==> src/rtl/message_decoder.sv <==
// message_decoder
//   BFV plaintext decode stage. For each ciphertext-domain coefficient x it
//   computes m = round(t*x/q) mod t. The division by q is done by a restoring
//   divider, one quotient bit per cycle. Decoded coefficients are emitted
//   with a valid/ready handshake, and out_last flags index N-1 of each
//   polynomial.
//
// Ports
//   clk        single clock, rising edge
//   reset_n    asynchronous active-low reset
//   in_valid   coeff_in valid
//   coeff_in   coefficient x, 0 <= x < q
//   in_ready   decoder idle and able to accept coeff_in
//   out_valid  msg_out / out_last valid
//   msg_out    decoded plaintext coefficient, 0 <= m < t
//   out_last   msg_out is coefficient N-1 of the current polynomial
//   out_ready  downstream consumes msg_out
module message_decoder #(
    parameter int q    = 17,
    parameter int N    = 8,
    parameter int logq = 5,
    parameter int logN = 3,
    parameter int t    = 4,
    parameter int logt = 2
) (
    input  logic            clk,
    input  logic            reset_n,
    input  logic            in_valid,
    input  logic [logq-1:0] coeff_in,
    output logic            in_ready,
    output logic            out_valid,
    output logic [logt-1:0] msg_out,
    output logic            out_last,
    input  logic            out_ready
);

    localparam int QW = logt + 1;         // quotient width, Q <= t
    localparam int DW = logq + logt + 1;  // dividend width
    localparam int RW = logq + 1;         // partial remainder width
    localparam int CW = $clog2(QW);

    localparam logic [DW-1:0]   T_D      = DW'(t);
    localparam logic [DW-1:0]   HALF_D   = DW'(q >> 1);
    localparam logic [RW-1:0]   Q_R      = RW'(q);
    localparam logic [QW-1:0]   T_Q      = QW'(t);
    localparam logic [CW-1:0]   CNT_INIT = CW'(QW - 1);
    localparam logic [logN-1:0] LAST_IDX = logN'(N - 1);

    typedef enum logic [1:0] {IDLE, DIV, HOLD} state_t;

    state_t          state;
    logic [QW-1:0]   low;    // dividend bits still to be shifted in, MSB first
    logic [RW-1:0]   rem;
    logic [QW-1:0]   quot;
    logic [CW-1:0]   cnt;
    logic [logN-1:0] idx;

    // Rounding is folded into the dividend: round(t*x/q) = floor((t*x + q/2)/q).
    logic [DW-1:0] dividend;
    always_comb dividend = T_D * DW'(coeff_in) + HALF_D;

    // One restoring-division step.
    logic [RW-1:0] rem_sh;
    logic [RW-1:0] rem_nx;
    logic          q_bit;
    logic [QW-1:0] quot_nx;

    always_comb begin
        rem_sh  = {rem[logq-1:0], low[QW-1]};
        q_bit   = (rem_sh >= Q_R);
        rem_nx  = q_bit ? (rem_sh - Q_R) : rem_sh;
        quot_nx = {quot[QW-2:0], q_bit};
    end

    assign in_ready  = (state == IDLE);
    assign out_valid = (state == HOLD);
    assign out_last  = out_valid && (idx == LAST_IDX);

    always_ff @(posedge clk or negedge reset_n) begin
        if (!reset_n) begin
            state   <= IDLE;
            low     <= '0;
            rem     <= '0;
            quot    <= '0;
            cnt     <= '0;
            msg_out <= '0;
            idx     <= '0;
        end else begin
            case (state)
                IDLE: begin
                    if (in_valid) begin
                        // D < (t+1)*q <= 2^QW * q, so the top logq bits
                        // preloaded here are already below q and exactly QW
                        // iterations yield floor(D/q).
                        rem   <= {1'b0, dividend[DW-1:QW]};
                        low   <= dividend[QW-1:0];
                        quot  <= '0;
                        cnt   <= CNT_INIT;
                        state <= DIV;
                    end
                end
                DIV: begin
                    rem  <= rem_nx;
                    low  <= {low[QW-2:0], 1'b0};
                    quot <= quot_nx;
                    cnt  <= cnt - 1'b1;
                    if (cnt == '0) begin
                        // Q == t means round(t*x/q) == t, i.e. 0 mod t.
                        msg_out <= (quot_nx == T_Q) ? '0 : quot_nx[logt-1:0];
                        state   <= HOLD;
                    end
                end
                HOLD: begin
                    if (out_ready) begin
                        idx   <= idx + 1'b1;
                        state <= IDLE;
                    end
                end
                default: state <= IDLE;
            endcase
        end
    end

endmodule

==> config.mk <==
export PLATFORM = sky130hd
export DESIGN_NAME = message_decoder
export DESIGN_NICKNAME = d
export VERILOG_FILES = /design/src/rtl/message_decoder.sv
export SDC_FILE = /design/constraint.sdc
export NUM_CORES = 1
export LEC_CHECK = 0
export CAP_MARGIN = 40
export CELL_PAD_IN_SITES_DETAIL_PLACEMENT = 2
export CELL_PAD_IN_SITES_GLOBAL_PLACEMENT = 2
export CORE_ASPECT_RATIO = 1.2
export CORE_UTILIZATION = 35
export CTS_CLUSTER_SIZE = 8
export DETAILED_ROUTE_END_ITERATION = 7
export GPL_ROUTABILITY_DRIVEN = 0
export PLACE_DENSITY = 0.81
export SYNTH_ARGS = -nofsm -noshare
export SYNTH_HDL_FRONTEND = slang
export SYNTH_SLANG_ARGS = --single-unit
export TNS_END_PERCENT = 100
==> constraint.sdc <==
create_clock -name clk -period 2.5 [get_ports clk]
set_input_delay 0.5 -clock clk [delete_from_list [all_inputs] [get_ports clk]]
set_output_delay 0.5 -clock clk [all_outputs]
set_load 0.05 [all_outputs]
==> metrics, run 1 <==
RSZ-0062 raised after global routing=no; via count=760; CTS root buffer=clkbuf_4; nets@finish=127; Top FF cell, synth=dfrtp_1; layout cell share with drive strength beyond 1=0.135; Leak Pwr=0.000498 uW; total gr overflow=0; ANT nets after route=0; Final period util=0.891; Crit path required time=2.00 ns; FMAX=0.449 GHz; row count=20; Post-CTS Setup Bufs=0; Die H=59.0 um; Total Routed Length=2370 um; type of the worst min-delay path=reg2reg; status=finished clean; syn nets=113; DRT iter0 DRCs=13; drt drc=0; # setup viols final=0; Peak VDD IR=roughly 0.0007 V; flip-flop and latch count after synthesis=16; largest net degree at the start of global routing=17; die area=0.00292 mm2; slew margin rel.=0.503; routed len/inst=16.5 um; Synth Warn #=0; diode count=0; EDFF count, synth=0; global-route wire length before repair=about 4000 um; Via density=5.28; initial antenna violation count=0; Ports=14; Worst setup SP type=flip-flop; Post-Route Skew=0.00125 ns; mapped cell area=947 um2; CTS tree=yes; vias in the first global route=just over 800; crit-path max FO=11; worst skew pair latency=0.29 ns; area grow syn2layout=19.9%; hpwl dp=1850 um; GRT Util Overall=0.185; core area=about 0.0026 mm2; Clock Path Buffers=2; Synth async-reset ratio=1.00; CP Data Arrival Time=1.73 ns; Worst-path clk slew=about 0.10 ns; Fin Hold WS=0.494 ns; CTS buffer count=3; Initial Util=0.371; fin crit period=2.23 ns; CTS sink count=16; Synth Instances=98; Setup TNS=0 ns; Final Hold Vio Count=0; Yosys cell types=31; register area share after synthesis=0.423; PwrDens=1370 mW/mm2; Worst Tran Pin Value=0.743 ns; Slew Viols, Final=0; TritonRoute pass-1 iters=2; Port Buffer Count=13; Mean Syn Cell Area=9.66 um2; H-tree depth=1; Critical Path Sink Type=primary output; Die Span X=approximately 50 um; crit path kind=reg2out; maxcap violations=0
path summary, 6_finish.rpt:
path / start / to / slack [ns] / cells past startpoint
worst min-delay path: msg_out[0] / msg_out[0] / 0.49 / 2
worst min register to register: msg_out[0] / msg_out[0] / 0.49 / 2
min in group asynchronous: reset_n / rem[4] / 0.64 / 1
worst max register to register: low[2] / rem[3] / 0.64 / 6
max in group asynchronous: reset_n / rem[0] / 1.40 / 1
worst max-delay path: state[1] / in_ready / 0.27 / 2
flip-flops by register name, summed over array words and instances (netlist names):
name     count
msg_out      2
state        2
rem          5
low          1
cnt          2
idx          3
quot         1
Yosys cell counts (3+ instances only):
cell type   n  area [um2]
a21oi_1     5        25.0
ha_1        6        75.1
xnor2_1     5        43.8
nor2_1      5        18.8
nor2b_1     3        18.8
inv_1       6        22.5
o21ai_0    10        50.1
nand2_1     8        30.0
dfrtp_1    16         400
mux2_2      4        45.0
nand3_1     5        25.0
buf_2       3        15.0
final cells by class:
class	count	area, um2
inverters	6	22.5
multi-input cells	72	505
fillers	306	1420
flip-flops and latches	16	400
repair buffers	13	130
clock buffers	4	36.3
well taps	33	41.3
metrics by stage:
stage / instance area (um2) / utilization / setup slack [ns] / power, uW / std cells
after detailed placement: 1100 / 0.430 / 0.355 / 1400 / 140
after CTS: 1130 / 0.444 / 0.0129 / 1590 / 144
final: 1140 / 0.445 / 0.274 / 1560 / 144
after floorplan: 947 / - / 0.158 / 1150 / 98
after global placement: 1100 / 0.430 / 0.410 / 1340 / 140
after global routing: 1140 / 0.445 / 0.166 / 1680 / 144
cells by family (layout without fill, tap and decap cells):
group                    after synthesis  in the layout  synth area share
AO/OA/AOI/OAI                         26             26             0.188
XOR/XNOR                               5              5            0.0462
adder cells (fa/ha/maj)                6              6            0.0793
buffers and inverters                 10             23            0.0436
flip-flops                            16             16             0.423
multiplexers                           4              4            0.0476
AND/OR/NAND/NOR                       31             31             0.173
critical path, stage by stage, from the launching register on:
cell	delay, ns
dfrtp_1	0.49
nor2_1	0.14
clkdlybuf4s50_1	0.80
placed cells by master, fill, tap and decap left out, drive strengths merged, types with 5 or more instances in the layout:
| master | instances |
|---|---|
| inv | 6 |
| o21ai | 11 |
| dfrtp | 16 |
| xnor2 | 5 |
| nor2 | 5 |
| nand2 | 8 |
| ha | 6 |
| nand3 | 5 |
| a21oi | 6 |
| clkdlybuf4s50 | 11 |
per-layer routing:
metal  routed length (um)  vias up  global-route usage
li1                     -      368                   -
met1                  979      384               0.213
met2                 1340        6               0.346
met3                   36        2              0.0410
met4                   14        0              0.0490
met5                    0        -                   0
what timing repair did:
item,CTS,global route
hold buffers,0,0
endpoints found under the setup margin,0,1
gates resized for setup,0,1
power by group:
part	switching, uW	internal, uW
Clock	86.5	88.7
Combinational	480	364
Sequential	154	387
Note: power is estimated with default switching activity, not from simulation.
==> run 2, diff against run 1 <==
- ABC_AREA: default -> 0
- CORE_UTILIZATION: 35 -> 37
- CTS_BUF_LIST: default -> sky130_fd_sc_hd__clkbuf_2
- GPL_ROUTABILITY_DRIVEN: 0 -> default
- PLACE_DENSITY: 0.81 -> 0.85
==> metrics, run 2 (synthesized netlist as in run 1, its figures left out) <==
status=finished clean; Post-Route Skew=0.0125 ns (+0.0112 ns); reg2reg path depth=6 (unchanged); CTS sink count=16 (unchanged); Peak VDD IR=0.000719 V (+2.9%); crit path to=in_ready; worst r2r src=rem[0]; Setup TNS=0 ns (unchanged); core area=0.00235 mm2 (-7.8%); CTS buffer count=3 (unchanged); Critical Path Sink Type=primary output; Reg area=400 um2 (unchanged); placed cells=138 (-1.4%); biggest regs=rem x5, idx x3; terminus of the critical flop-to-flop path=rem[0]; nets@finish=127 (unchanged); reg2reg setup slack=0.62 ns (-0.02 ns); total gr overflow=0 (unchanged); GRT Util Overall=0.216 (+0.0308); TritonRoute pass-1 iters=4 (+2); Die H=57.4 um (-2.6%); DRT iter0 DRCs=7 (-6); drt drc=0 (unchanged); RSZ-0062 raised after global routing=no; CTS Hold Buffers Added=0 (unchanged); row count=19 (-5.0%); PwrDens=1340 mW/mm2 (-2.4%); Worst Tran Pin Value=0.720 ns (-0.0232 ns); Leak Pwr=0.000478 uW (-4.0%); Total Routed Length=2360 um (-0.30%); initial antenna violation count=0 (unchanged); Worst setup SP type=flip-flop; via count=761 (+0.13%); Ports=14 (unchanged); crit-path max FO=11 (unchanged); FMAX=0.444 GHz (-1.0%); Post-Layout Cell Count=142 (-1.4%); CP Launch Point=state[1]; Biggest register=rem; Die Span X=48.2 um (-2.6%); largest net degree at the start of global routing=17 (unchanged); Final Hold Vio Count=0 (unchanged); vias in the first global route=875 (+5.5%); CP Data Arrival Time=1.75 ns (+0.02 ns); most frequent cells in the layout=dfrtp_1, clkdlybuf4s50_1, o21ai_0; Routability Congestion=~0.78; Largest register FFs=5 (unchanged); Crit path required time=2.00 ns (about the same); worst skew pair latency=0.31 ns (+0.02 ns); Final period util=0.900 (+0.00941); Via density=5.36 (+1.5%); CTS root buffer=clkbuf_2; Port Buffer Count=13 (unchanged); Initial Util=0.402 (+0.0314); fin crit period=2.25 ns (+0.0235 ns); H-tree depth=1 (unchanged); Hold Path Origin=idx[0]; layout cell share with drive strength beyond 1=0.126 (-0.00901); Slew Viols, Final=0 (unchanged); Clock Path Buffers=2 (unchanged); global-route wire length before repair=4000 um (+1.1%); routed len/inst=16.6 um (+1.1%); area grow syn2layout=17.4%; hpwl dp=1840 um (-0.49%); crit path kind=reg2out; diode count=0 (unchanged); Hold Crit Depth=1 (-1); type of the worst min-delay path=reg2reg; fill cell count=251 (-18%); die area=0.00277 mm2 (-5.2%); Worst-path clk slew=0.16 ns (+0.06 ns); area of the multi-input gates=505 um2 (unchanged); ANT nets after route=0 (unchanged); slew margin rel.=0.518 (+0.0155); # setup viols final=0 (unchanged); CTS tree=yes; most common cell after layout, fill and taps aside=dfrtp_1; maxcap violations=0 (unchanged)
## run 2: changes by cell type in the layout (fill, tap and decap cells not counted)
| cell | change |
|---|---|
| clkbuf_8 | -1 |
| clkbuf_2 | +3 |
| clkbuf_4 | -3 |
| dlygate4sd2_1 | +1 |
| dlymetal6s2s_1 | -1 |
| clkinv_1 | +1 |
## run 2: worst min-delay path by stage
stage	slack [ns]	to
after floorplan	0.20	cnt[0]
after global placement	0.47	msg_out[0]
after detailed placement	0.48	idx[0]
after CTS	0.51	idx[0]
after global routing	0.53	idx[0]
final	0.50	idx[0]
## run 2: area by class of cell
| cell class | instances | share of cell area |
|---|---|---|
| multi-input cells | 72 | 0.454 |
| flip-flops and latches | 16 | 0.360 |
| repair buffers | 13 | 0.114 |
| well taps | 31 | 0.0349 |
| inverters | 6 | 0.0202 |
| clock buffers | 3 | 0.0135 |
| clock inverters | 1 | 0.00337 |
## run 2: worst max-delay path: stages (launching register included)
cell and delay [ns]:
dfrtp_1 0.51, nor2_1 0.13, clkdlybuf4s50_1 0.80
## run 2: layer usage
layer,part of all wire,vias to the layer above,GRT usage
li1,-,371,-
met1,0.43,376,0.244
met2,0.52,8,0.356
met3,0.016,6,0.0380
met4,0.030,0,0.131
met5,0,-,0
## run 2: timing repair
| action | in CTS | in global routing |
|---|---|---|
| buffers inserted | 0 | 0 |
| gates resized for setup | 1 | 0 |
| endpoints found under the setup margin | 1 | 0 |
## run 2: stage by stage
stage	util	cell area, um2	total power, uW	hold slack (ns)	setup WS, ns
finish	0.473	1110	1490	0.500	0.250
global route	0.473	1110	1640	0.533	0.150
CTS	0.473	1110	1520	0.506	0.230
detailed placement	0.465	1090	1400	0.482	0.368
global placement	0.465	1090	1340	0.465	0.412
floorplan	-	947	1150	0.204	0.158
## run 2: power by group
group | leakage, uW | total (uW) | internal, uW | switching [uW]
Clock | 0.0000140 | 121 | 34.8 | 85.9
Sequential | 0.000198 | 538 | 386 | 152
Combinational | 0.000266 | 832 | 359 | 473
Total | 0.000478 | 1490 | 779 | 711
